===== src/rtl/ft2232_fifo_host_pkg.sv =====
// Shared constants and strobe decode for the FT2232H synchronous 245 FIFO host.
package ft2232_fifo_host_pkg;

  localparam int FT_FIFO_DEPTH_DEF = 8;
  localparam int FT_BURST_MAX_DEF  = 64;

  localparam logic [2:0] FT_STATE_IDLE  = 3'd0;
  localparam logic [2:0] FT_STATE_RD_OE = 3'd1;
  localparam logic [2:0] FT_STATE_RD    = 3'd2;
  localparam logic [2:0] FT_STATE_TURN  = 3'd3;
  localparam logic [2:0] FT_STATE_WR    = 3'd4;

  localparam logic FT_DIR_RX = 1'b0;
  localparam logic FT_DIR_TX = 1'b1;

  typedef struct packed {
    logic oe_n;
    logic rd_n;
    logic wr_n;
    logic data_t;
  } ft_strobe_t;

  // Strobes depend only on registered state and FIFO flags, so they are glitch-free
  // relative to the chip's sampling edge.
  function automatic ft_strobe_t ft_strobes(input logic [2:0] st, input logic rx_full,
                                            input logic tx_empty);
    ft_strobe_t s;
    s.oe_n   = !((st == FT_STATE_RD_OE) || (st == FT_STATE_RD));
    s.rd_n   = !((st == FT_STATE_RD) && !rx_full);
    s.wr_n   = !((st == FT_STATE_WR) && !tx_empty);
    s.data_t = (st != FT_STATE_WR);
    return s;
  endfunction

endpackage


===== src/rtl/ft2232_fifo_host_sync_fifo.sv =====
// Single-clock skid FIFO: registered count, full/empty flags, head visible combinationally.
module sync_fifo #(
  parameter int WIDTH = 8,
  parameter int DEPTH = 8
) (
  input  logic             clk,
  input  logic             rst_n,
  input  logic             push,
  input  logic [WIDTH-1:0] wdata,
  input  logic             pop,
  output logic [WIDTH-1:0] rdata,
  output logic             full,
  output logic             empty
);
  localparam int AW = $clog2(DEPTH);
  localparam logic [AW:0]   DEPTH_C = (AW+1)'(DEPTH);
  localparam logic [AW-1:0] PTR_ONE = 1;
  localparam logic [AW:0]   CNT_ONE = 1;

  logic [WIDTH-1:0] mem [DEPTH];
  logic [AW-1:0]    wr_ptr, rd_ptr;
  logic [AW:0]      cnt;
  logic             push_ok, pop_ok;

  assign full    = (cnt == DEPTH_C);
  assign empty   = (cnt == '0);
  assign push_ok = push && !full;
  assign pop_ok  = pop && !empty;
  assign rdata   = mem[rd_ptr];

  // Storage has no reset; pointers and count define what is valid.
  always_ff @(posedge clk) begin
    if (push_ok) mem[wr_ptr] <= wdata;
  end

  // Pointer and occupancy tracking; simultaneous push/pop leaves the count unchanged.
  always_ff @(posedge clk or negedge rst_n) begin
    if (!rst_n) begin
      wr_ptr <= '0;
      rd_ptr <= '0;
      cnt    <= '0;
    end else begin
      if (push_ok) wr_ptr <= wr_ptr + PTR_ONE;
      if (pop_ok)  rd_ptr <= rd_ptr + PTR_ONE;
      case ({push_ok, pop_ok})
        2'b10:   cnt <= cnt + CNT_ONE;
        2'b01:   cnt <= cnt - CNT_ONE;
        default: cnt <= cnt;
      endcase
    end
  end

endmodule


===== src/rtl/ft2232_fifo_host.sv =====
// FT2232H sync-245 FIFO controller: bus direction, OE#/RD#/WR# sequencing and
// RX/TX burst arbitration between two byte streams. The bidirectional pad lives
// in the pad ring and is driven through fifo_data_o / fifo_data_t_o.
module ft2232_fifo_host
  import ft2232_fifo_host_pkg::*;
#(
  parameter int FIFO_DEPTH = FT_FIFO_DEPTH_DEF,
  parameter int BURST_MAX  = FT_BURST_MAX_DEF
) (
  input  logic       fifo_clk_i,
  input  logic       reset_n_i,
  input  logic       fifo_txe_n_i,
  input  logic       fifo_rxf_n_i,
  output logic       fifo_oe_n_o,
  output logic       fifo_rd_n_o,
  output logic       fifo_wr_n_o,
  output logic       fifo_siwu_o,
  input  logic [7:0] fifo_data_i,
  output logic [7:0] fifo_data_o,
  output logic       fifo_data_t_o,
  output logic [7:0] rx_data_o,
  output logic       rx_valid_o,
  input  logic       rx_ready_i,
  input  logic [7:0] tx_data_i,
  input  logic       tx_valid_i,
  output logic       tx_ready_o
);
  localparam logic [7:0] BURST_LIM = 8'(BURST_MAX);

  logic [2:0] state, state_nxt;
  logic [7:0] burst_cnt, burst_nxt, burst_inc;
  logic       last_dir, dir_nxt;

  logic       rx_full, rx_empty, tx_full, tx_empty;
  logic [7:0] tx_head;
  logic       rx_push, rx_pop, tx_push, tx_pop;
  logic       rx_req, tx_req;
  ft_strobe_t strb;

  assign strb = ft_strobes(state, rx_full, tx_empty);

  // A transfer on the chip side happens only when our strobe and the chip's flag are both low.
  assign rx_push   = !strb.rd_n && !fifo_rxf_n_i;
  assign tx_pop    = !strb.wr_n && !fifo_txe_n_i;
  assign rx_pop    = !rx_empty && rx_ready_i;
  assign tx_push   = tx_valid_i && !tx_full;
  assign rx_req    = !fifo_rxf_n_i && !rx_full;
  assign tx_req    = !fifo_txe_n_i && !tx_empty;
  assign burst_inc = burst_cnt + 8'd1;

  sync_fifo #(.WIDTH(8), .DEPTH(FIFO_DEPTH)) rx_q (
    .clk   (fifo_clk_i),
    .rst_n (reset_n_i),
    .push  (rx_push),
    .wdata (fifo_data_i),
    .pop   (rx_pop),
    .rdata (rx_data_o),
    .full  (rx_full),
    .empty (rx_empty)
  );

  sync_fifo #(.WIDTH(8), .DEPTH(FIFO_DEPTH)) tx_q (
    .clk   (fifo_clk_i),
    .rst_n (reset_n_i),
    .push  (tx_push),
    .wdata (tx_data_i),
    .pop   (tx_pop),
    .rdata (tx_head),
    .full  (tx_full),
    .empty (tx_empty)
  );

  // Next-state, burst count and direction memory for round-robin arbitration.
  always_comb begin
    state_nxt = state;
    burst_nxt = burst_cnt;
    dir_nxt   = last_dir;
    case (state)
      FT_STATE_IDLE: begin
        burst_nxt = '0;
        if (rx_req && (!tx_req || last_dir == FT_DIR_TX)) begin
          state_nxt = FT_STATE_RD_OE;
          dir_nxt   = FT_DIR_RX;
        end else if (tx_req) begin
          state_nxt = FT_STATE_WR;
          dir_nxt   = FT_DIR_TX;
        end
      end
      FT_STATE_RD_OE: state_nxt = FT_STATE_RD;
      FT_STATE_RD: begin
        if (rx_push) burst_nxt = burst_inc;
        // Leave on the capture that hits the limit so no extra byte is strobed.
        if (fifo_rxf_n_i || rx_full || (rx_push && burst_inc == BURST_LIM))
          state_nxt = FT_STATE_TURN;
      end
      FT_STATE_TURN: state_nxt = FT_STATE_IDLE;
      FT_STATE_WR: begin
        if (tx_pop) burst_nxt = burst_inc;
        if (fifo_txe_n_i || tx_empty || (tx_pop && burst_inc == BURST_LIM))
          state_nxt = FT_STATE_IDLE;
      end
      default: state_nxt = FT_STATE_IDLE;
    endcase
  end

  // Control registers; last_dir resets to TX so RX wins the first contested round.
  always_ff @(posedge fifo_clk_i or negedge reset_n_i) begin
    if (!reset_n_i) begin
      state     <= FT_STATE_IDLE;
      burst_cnt <= '0;
      last_dir  <= FT_DIR_TX;
    end else begin
      state     <= state_nxt;
      burst_cnt <= burst_nxt;
      last_dir  <= dir_nxt;
    end
  end

  assign fifo_oe_n_o   = strb.oe_n;
  assign fifo_rd_n_o   = strb.rd_n;
  assign fifo_wr_n_o   = strb.wr_n;
  assign fifo_data_t_o = strb.data_t;
  assign fifo_siwu_o   = 1'b1;
  assign fifo_data_o   = tx_empty ? 8'h00 : tx_head;
  assign rx_valid_o    = !rx_empty;
  assign tx_ready_o    = !tx_full;

endmodule


===== config.mk =====
export PLATFORM = sky130hd
export DESIGN_NAME = ft2232_fifo_host
export DESIGN_NICKNAME = d
export VERILOG_FILES = /design/src/rtl/ft2232_fifo_host_pkg.sv /design/src/rtl/ft2232_fifo_host_sync_fifo.sv /design/src/rtl/ft2232_fifo_host.sv
export SDC_FILE = /design/constraint.sdc
export NUM_CORES = 1
export LEC_CHECK = 0
export CAP_MARGIN = 10
export CORE_MARGIN = 4
export CORE_UTILIZATION = 56
export DETAILED_ROUTE_END_ITERATION = 16
export PLACE_DENSITY = 0.73
export RECOVER_POWER = 25
export SLEW_MARGIN = 20
export SYNTH_ARGS = -nofsm -noshare
export SYNTH_HDL_FRONTEND = slang
export SYNTH_SLANG_ARGS = --single-unit

===== constraint.sdc =====
create_clock -name fifo_clk_i -period 5.05 [get_ports fifo_clk_i]
set_input_delay 1.01 -clock fifo_clk_i [delete_from_list [all_inputs] [get_ports fifo_clk_i]]
set_output_delay 1.01 -clock fifo_clk_i [all_outputs]
set_load 0.03 [all_outputs]

==> results of run 1 <==
## routing by layer
metal | up-vias | part of all wire | track usage
met2 | 62 | 0.53 | 0.314
met5 | - | 0 | 0
met4 | 0 | 0.018 | 0.0681
met1 | 1798 | 0.42 | 0.230
li1 | 1657 | - | -
met3 | 19 | 0.030 | 0.0455
## final timing paths
kind	to	slack, ps	depth (start not counted)
worst max-delay path	fifo_wr_n_o	1370	3
worst min-delay path	rx_q.cnt[3]	490	1
worst max register to register	tx_q.cnt[2]	2240	9
worst min register to register	rx_q.cnt[3]	490	1
max in group asynchronous	tx_q.rd_ptr[0]	2260	2
min in group asynchronous	tx_q.cnt[3]	1610	2
## layout make-up
class / count / share of cell area
sequential: 160 / 0.576
timing repair buffer: 50 / 0.0594
clock inverter: 13 / 0.0259
inverter: 6 / 0.00279
tap: 147 / 0.0228
clock buffer: 18 / 0.0532
multi-input combinational: 210 / 0.260
## per-stage QoR
stage	worst slack, ps	utilization	total power [mW]
floorplan	2290	-	3.02
global placement	1440	0.618	3.45
detailed placement	1310	0.618	3.51
CTS	972	0.671	4.89
global route	1220	0.672	5.09
finish	1370	0.672	4.84
## cells in the final DEF, fill, tap and decap left out, types with 9 or more instances in the layout
cell type        count
dlygate4sd3_1        9
xor2_1              11
mux4_2              32
nor3_1              10
clkbuf_16           17
clkdlybuf4s50_1     34
nor2_1              24
nand2_1             14
edfxtp_1           128
mux2_2              15
ha_1                11
dfrtp_1             30
## sequential cells by signal, indices dropped and copies added (netlist names)
register     count
last_dir         1
tx_q.mem        64
tx_q.cnt         4
tx_q.rd_ptr      3
rx_q.mem        64
rx_q.cnt         4
tx_q.wr_ptr      3
state            3
burst_cnt        8
rx_q.rd_ptr      3
rx_q.wr_ptr      3
## power groups by stage
stage          Clock, mW  Sequential [mW]  Combinational [mW]
2_1_floorplan          0             1.78                1.24
3_3_place_gp           0             1.96                1.49
3_5_place_dp           0             1.98                1.53
4_1_cts             1.39             1.96                1.54
5_1_grt             1.46             2.00                1.63
6_report            1.37             1.96                1.51
## cell families after synthesis
family,Yosys count,synth area share
other cells,1,0.000547
fa+ha+maj,11,0.0201
compound gates,36,0.0431
xor+xnor,19,0.0243
buf+inv,24,0.0173
flops,160,0.678
mux,55,0.142
simple gates,88,0.0752
## worst max-delay path, delay by kind of cell (launching register included)
kind                   cells  cell delay, ps
buffers and inverters      1             680
flip-flops                 1             450
AND/OR/NAND/NOR            2            1130
==> flow_metrics.tcl, run 1 <==
set metrics [dict create \
    area_growth_pct 17.7 \
    portBuffers 43 \
    sw_frac_of_total 0.320 \
    yosysWarnings 0 \
    ys_seq_area_frac 0.678 \
    firstDrtPassIters 4 \
    critPathLaunchType "flop" \
    drive_above_1_share 0.210 \
    finalSetupViolCount 0 \
    tightest_slew_ps 1800 \
    postRouteAntennaNets 0 \
    fin_tns_setup_ps 0 \
    hp-start "rx_q.cnt[3]" \
    ys_top_cells_by_area "edfxtp_1 (56%), dfrtp_1 (11%), mux4_2 (11%), mux2_2 (2.5%), ha_1 (2.0%)" \
    antenna_cells 0 \
    dp.cells 573 \
    yosys.area.top_type "edfxtp_1" \
    worstPathCellList "nor4_4 -> or2_2 -> clkdlybuf4s50_1" \
    maxSlewViolCount 33 \
    fin_cells 604 \
    fmax_mhz 272 \
    seqPwrFrac 0.404 \
    synth_top_area_share 0.561 \
    maxCapViolations 1 \
    cts_setup_buffers 0 \
    placed_cell_area_sq_um 7420 \
    regArea_sq_um 4650 \
    synth_area_per_cell_sq_um 17.4 \
    clk_pin_slew_ps 60 \
    drc 0 \
    synth-edff-count 128 \
    placementRows 40 \
    grt.total_usage 0.184 \
    cpPeakStageDelay_ps 880 \
    place_hpwl_mm 7.75 \
    final_nets 478 \
    outcome "complete, but fails checks" \
    synthTopCellsByCount "edfxtp_1 (128), mux4_2 (32), dfrtp_1 (31)" \
    synth.most_common_cell "edfxtp_1" \
    timing.rr.start "state[0]" \
    setup.worst_path.start "tx_q.cnt[2]" \
    hold_viol_final 0 \
    violations "max-capacitance violations, max-slew violations" \
    internal_power_mw 3.29 \
    core_sq_um 12000 \
    synth_ff_type "edfxtp_1" \
    p_sw_mw 1.55 \
    crit_required_ps 4040 \
    path_class "flop to output pin" \
    die_h_um 119 \
    design_area_sq_um 8070 \
    grt_pass1_wl_mm 19.7 \
    grt_max_degree 33 \
    ys_async_sr_fraction 0.200 \
    crit_fanout 14 \
    rsz0062_at_grt "no" \
    power.leakage_nw 2.77 \
    p_comb_frac 0.313 \
    vias_per_cell 5.85 \
    cts-root-buf "clkbuf_16" \
    post-route-period-util 0.729 \
    dieArea_sq_um 14100 \
    fin_crit_ps 3680 \
    yosysUniqueCellTypes 56 \
    start_util 0.571 \
    timing.hold.ws_ps 492 \
    postSynthCellCount 394 \
    synth_seq_cells 160 \
    pwr_density_cell_nw_per_um2 600 \
    cts.htree.levels 4 \
    die_w_um 119 \
    grt_overflow_total 0 \
    crit_arrival_ps 2670 \
    multiInputGateArea_sq_um 2100 \
    max_slew_margin -0.201 \
    routedWlPerCell_um 19.9 \
    cts.sinks 160 \
    place_congestion 0.794 \
    antenna_found_initial 0 \
    tritoncts "done" \
    ctsHoldBuffers 0 \
    hold_class "flop to flop" \
    skew_ps 7.72 \
    dr.first_iter.drc_count 229 \
    cp_slowest_cell "nor4_4" \
    synth_fp_nets 427 \
    via_count 3536 \
    power_frac_clock 0.283 \
    syn_area_sq_um 6850 \
    cts_buffer_depth 2 \
    io_pins 45 \
    fillCellCount 835 \
    cts_resized 0 \
    routed_wl_mm 12.0 \
    grt_pass1_vias 3707 \
    numCtsBuffers 17 \
    cp-end-kind "output pin" \
    clk_latency_ps 410 \
    irDropWorstVdd_v 0.000313 \
]
(Power assumes the default switching activity.)
==> inputs of run 2 (changes only) <==
CORE_UTILIZATION = 53   (was 56)
clock period = 3.3 ns   (was 5.05 ns; I/O delays follow)
==> run 2 against run 1 <==
Register-to-register slack got worse by 1700 ps. Largest power group unchanged. Highest routed layer unchanged. Via count increased by 5.5%. The run still ends with max-capacitance violations, max-slew violations left. Routed wire length increased by 4.9%. Total power increased by 50%. Hold slack improved by 5.1 ps. Die area increased by 5.3%. Setup slack got worse by 1200 ps. Sequential power increased by 48%. Cell count increased by 7.0%.
==> flow_metrics.tcl, run 2 (same netlist as run 1, synthesis figures left out) <==
set metrics [dict create \
    post-route-period-util 0.951 \
    start_util 0.543 \
    tritoncts "done" \
    grt_max_degree 33 \
    drive_above_1_share 0.228 \
    via_count 3730 \
    io_pins 45 \
    die_h_um 122 \
    final_util 0.646 \
    outcome "complete, but fails checks" \
    regArea_sq_um 4650 \
    grt_use_met2 0.317 \
    grt_overflow_total 0 \
    biggestRegsByFlops "rx_q.mem: 64 flops, tx_q.mem: 64 flops, burst_cnt: 8 flops" \
    layout_commonest_cell "edfxtp_1" \
    violations "max-capacitance violations, max-slew violations" \
    dp.cells 614 \
    antenna_found_initial 0 \
    crit_required_ps 2640 \
    dieArea_sq_um 14800 \
    portBuffers 43 \
    multiInputGateArea_sq_um 2090 \
    maxSlewViolCount 33 \
    rr_endpoint "rx_q.cnt[2]" \
    grt_pass1_wl_mm 20.7 \
    dr.first_iter.drc_count 241 \
    cts.htree.levels 4 \
    fin_cells 646 \
    internal_power_mw 4.91 \
    place_hpwl_mm 8.01 \
    setup.worst_path.start "rx_q.rd_ptr[0]" \
    hold_class "flop to flop" \
    routed_wl_mm 12.6 \
    core_sq_um 12600 \
    drc 0 \
    globalRoute.busiestLayer "met2" \
    power.leakage_nw 2.82 \
    cts.sinks 160 \
    cp-end-kind "output pin" \
    clk_latency_ps 410 \
    numCtsBuffers 17 \
    grtUsageMet1 0.239 \
    grt.total_usage 0.187 \
    maxCapViolations 1 \
    placementRows 41 \
    sw_frac_of_total 0.325 \
    clk_pin_slew_ps 60 \
    pwr_density_cell_nw_per_um2 893 \
    p_comb_frac 0.339 \
    critPathLaunchType "flop" \
    timing.rr.start "state[0]" \
    r2r_slack_ps 590 \
    cts-root-buf "clkbuf_16" \
    final_nets 494 \
    hold_path_depth 1 \
    vias_per_cell 5.77 \
    cts_buffer_depth 2 \
    met3_usage 0.0446 \
    fmax_mhz 319 \
    seqPwrFrac 0.398 \
    crit_fanout 18 \
    fin_tns_setup_ps 0 \
    place_congestion 0.764 \
    worst_r2r_path_depth 10 \
    fin_crit_ps 3140 \
    rsz0062_at_grt "no" \
    path_class "flop to output pin" \
    fillCellCount 946 \
    cts_setup_buffers 0 \
    power_frac_clock 0.263 \
    die_w_um 122 \
    hold_end "rx_q.cnt[3]" \
    irDropWorstVdd_v 0.000607 \
    finalSetupViolCount 0 \
    routedWlPerCell_um 19.6 \
    grt_pass1_vias 3864 \
    worstPathCellList "buf_4 -> mux4_2 -> mux2_2 -> clkdlybuf4s50_1" \
    p_sw_mw 2.36 \
    area_growth_pct 18.9 \
    cpPeakStageDelay_ps 590 \
    firstDrtPassIters 4 \
    mostFrequentLayoutCells "edfxtp_1 (128), clkdlybuf4s50_1 (35), mux4_2 (32)" \
    max_slew_margin -0.239 \
    postRouteAntennaNets 0 \
    antenna_cells 0 \
    crit_arrival_ps 2480 \
    hold_viol_final 0 \
    cp_slowest_cell "clkdlybuf4s50_1" \
    skew_ps 6.85 \
    hp-start "rx_q.cnt[3]" \
    tightest_slew_ps 1860 \
]
run 2: cell type report:
class                      count  area share
tap                          172      0.0264
timing repair buffer          66      0.0731
clock buffer                  20      0.0536
sequential                   160       0.570
inverter                       6     0.00276
clock inverter                12      0.0174
multi-input combinational    210       0.256
run 2: power groups by stage:
stage	combinational (mW)	sequential, mW	clock (mW)
detailed placement	2.50	2.93	0
global placement	2.44	2.91	0
finish	2.47	2.90	1.91
CTS	2.52	2.90	1.95
floorplan	1.90	2.72	0
global route	2.68	2.94	2.07
run 2: routing by layer:
layer	vias to the layer above	part of all wire
met5	-	0
met4	0	0.014
met3	14	0.036
met2	90	0.52
met1	1934	0.43
li1	1692	-
run 2: worst max-delay path by stage:
stage	endpoint	slack, ps	cells past startpoint
after floorplan	rx_q.cnt[2]	680	11
after global placement	rx_q.cnt[2]	400	10
after detailed placement	rx_q.cnt[2]	340	10
after CTS	fifo_data_o[1]	5	4
after global routing	rx_data_o[1]	9	4
final	rx_data_o[3]	160	4
run 2: worst max-delay path: cells and delay by family, from the launching register on:
kind | cells | cell delay (ps)
DFF | 1 | 330
muxes | 2 | 830
buffers and inverters | 2 | 900
run 2: what timing repair did:
item | in CTS | in global routing
hold buffers | 0 | 0
endpoints found under the setup margin | 0 | 7
resized for setup | 0 | 2
run 2: stage by stage:
| stage | hold WS (ps) | cell area (sq um) | power, mW | setup WS (ps) |
|---|---|---|---|---|
| 6_report | 497 | 8150 | 7.27 | 161 |
| 5_1_grt | 529 | 8150 | 7.69 | 8.88 |
| 4_1_cts | 507 | 8150 | 7.37 | 4.67 |
| 3_5_place_dp | 493 | 7570 | 5.43 | 335 |
| 3_3_place_gp | 477 | 7570 | 5.35 | 396 |
| 2_1_floorplan | 364 | 6850 | 4.62 | 683 |
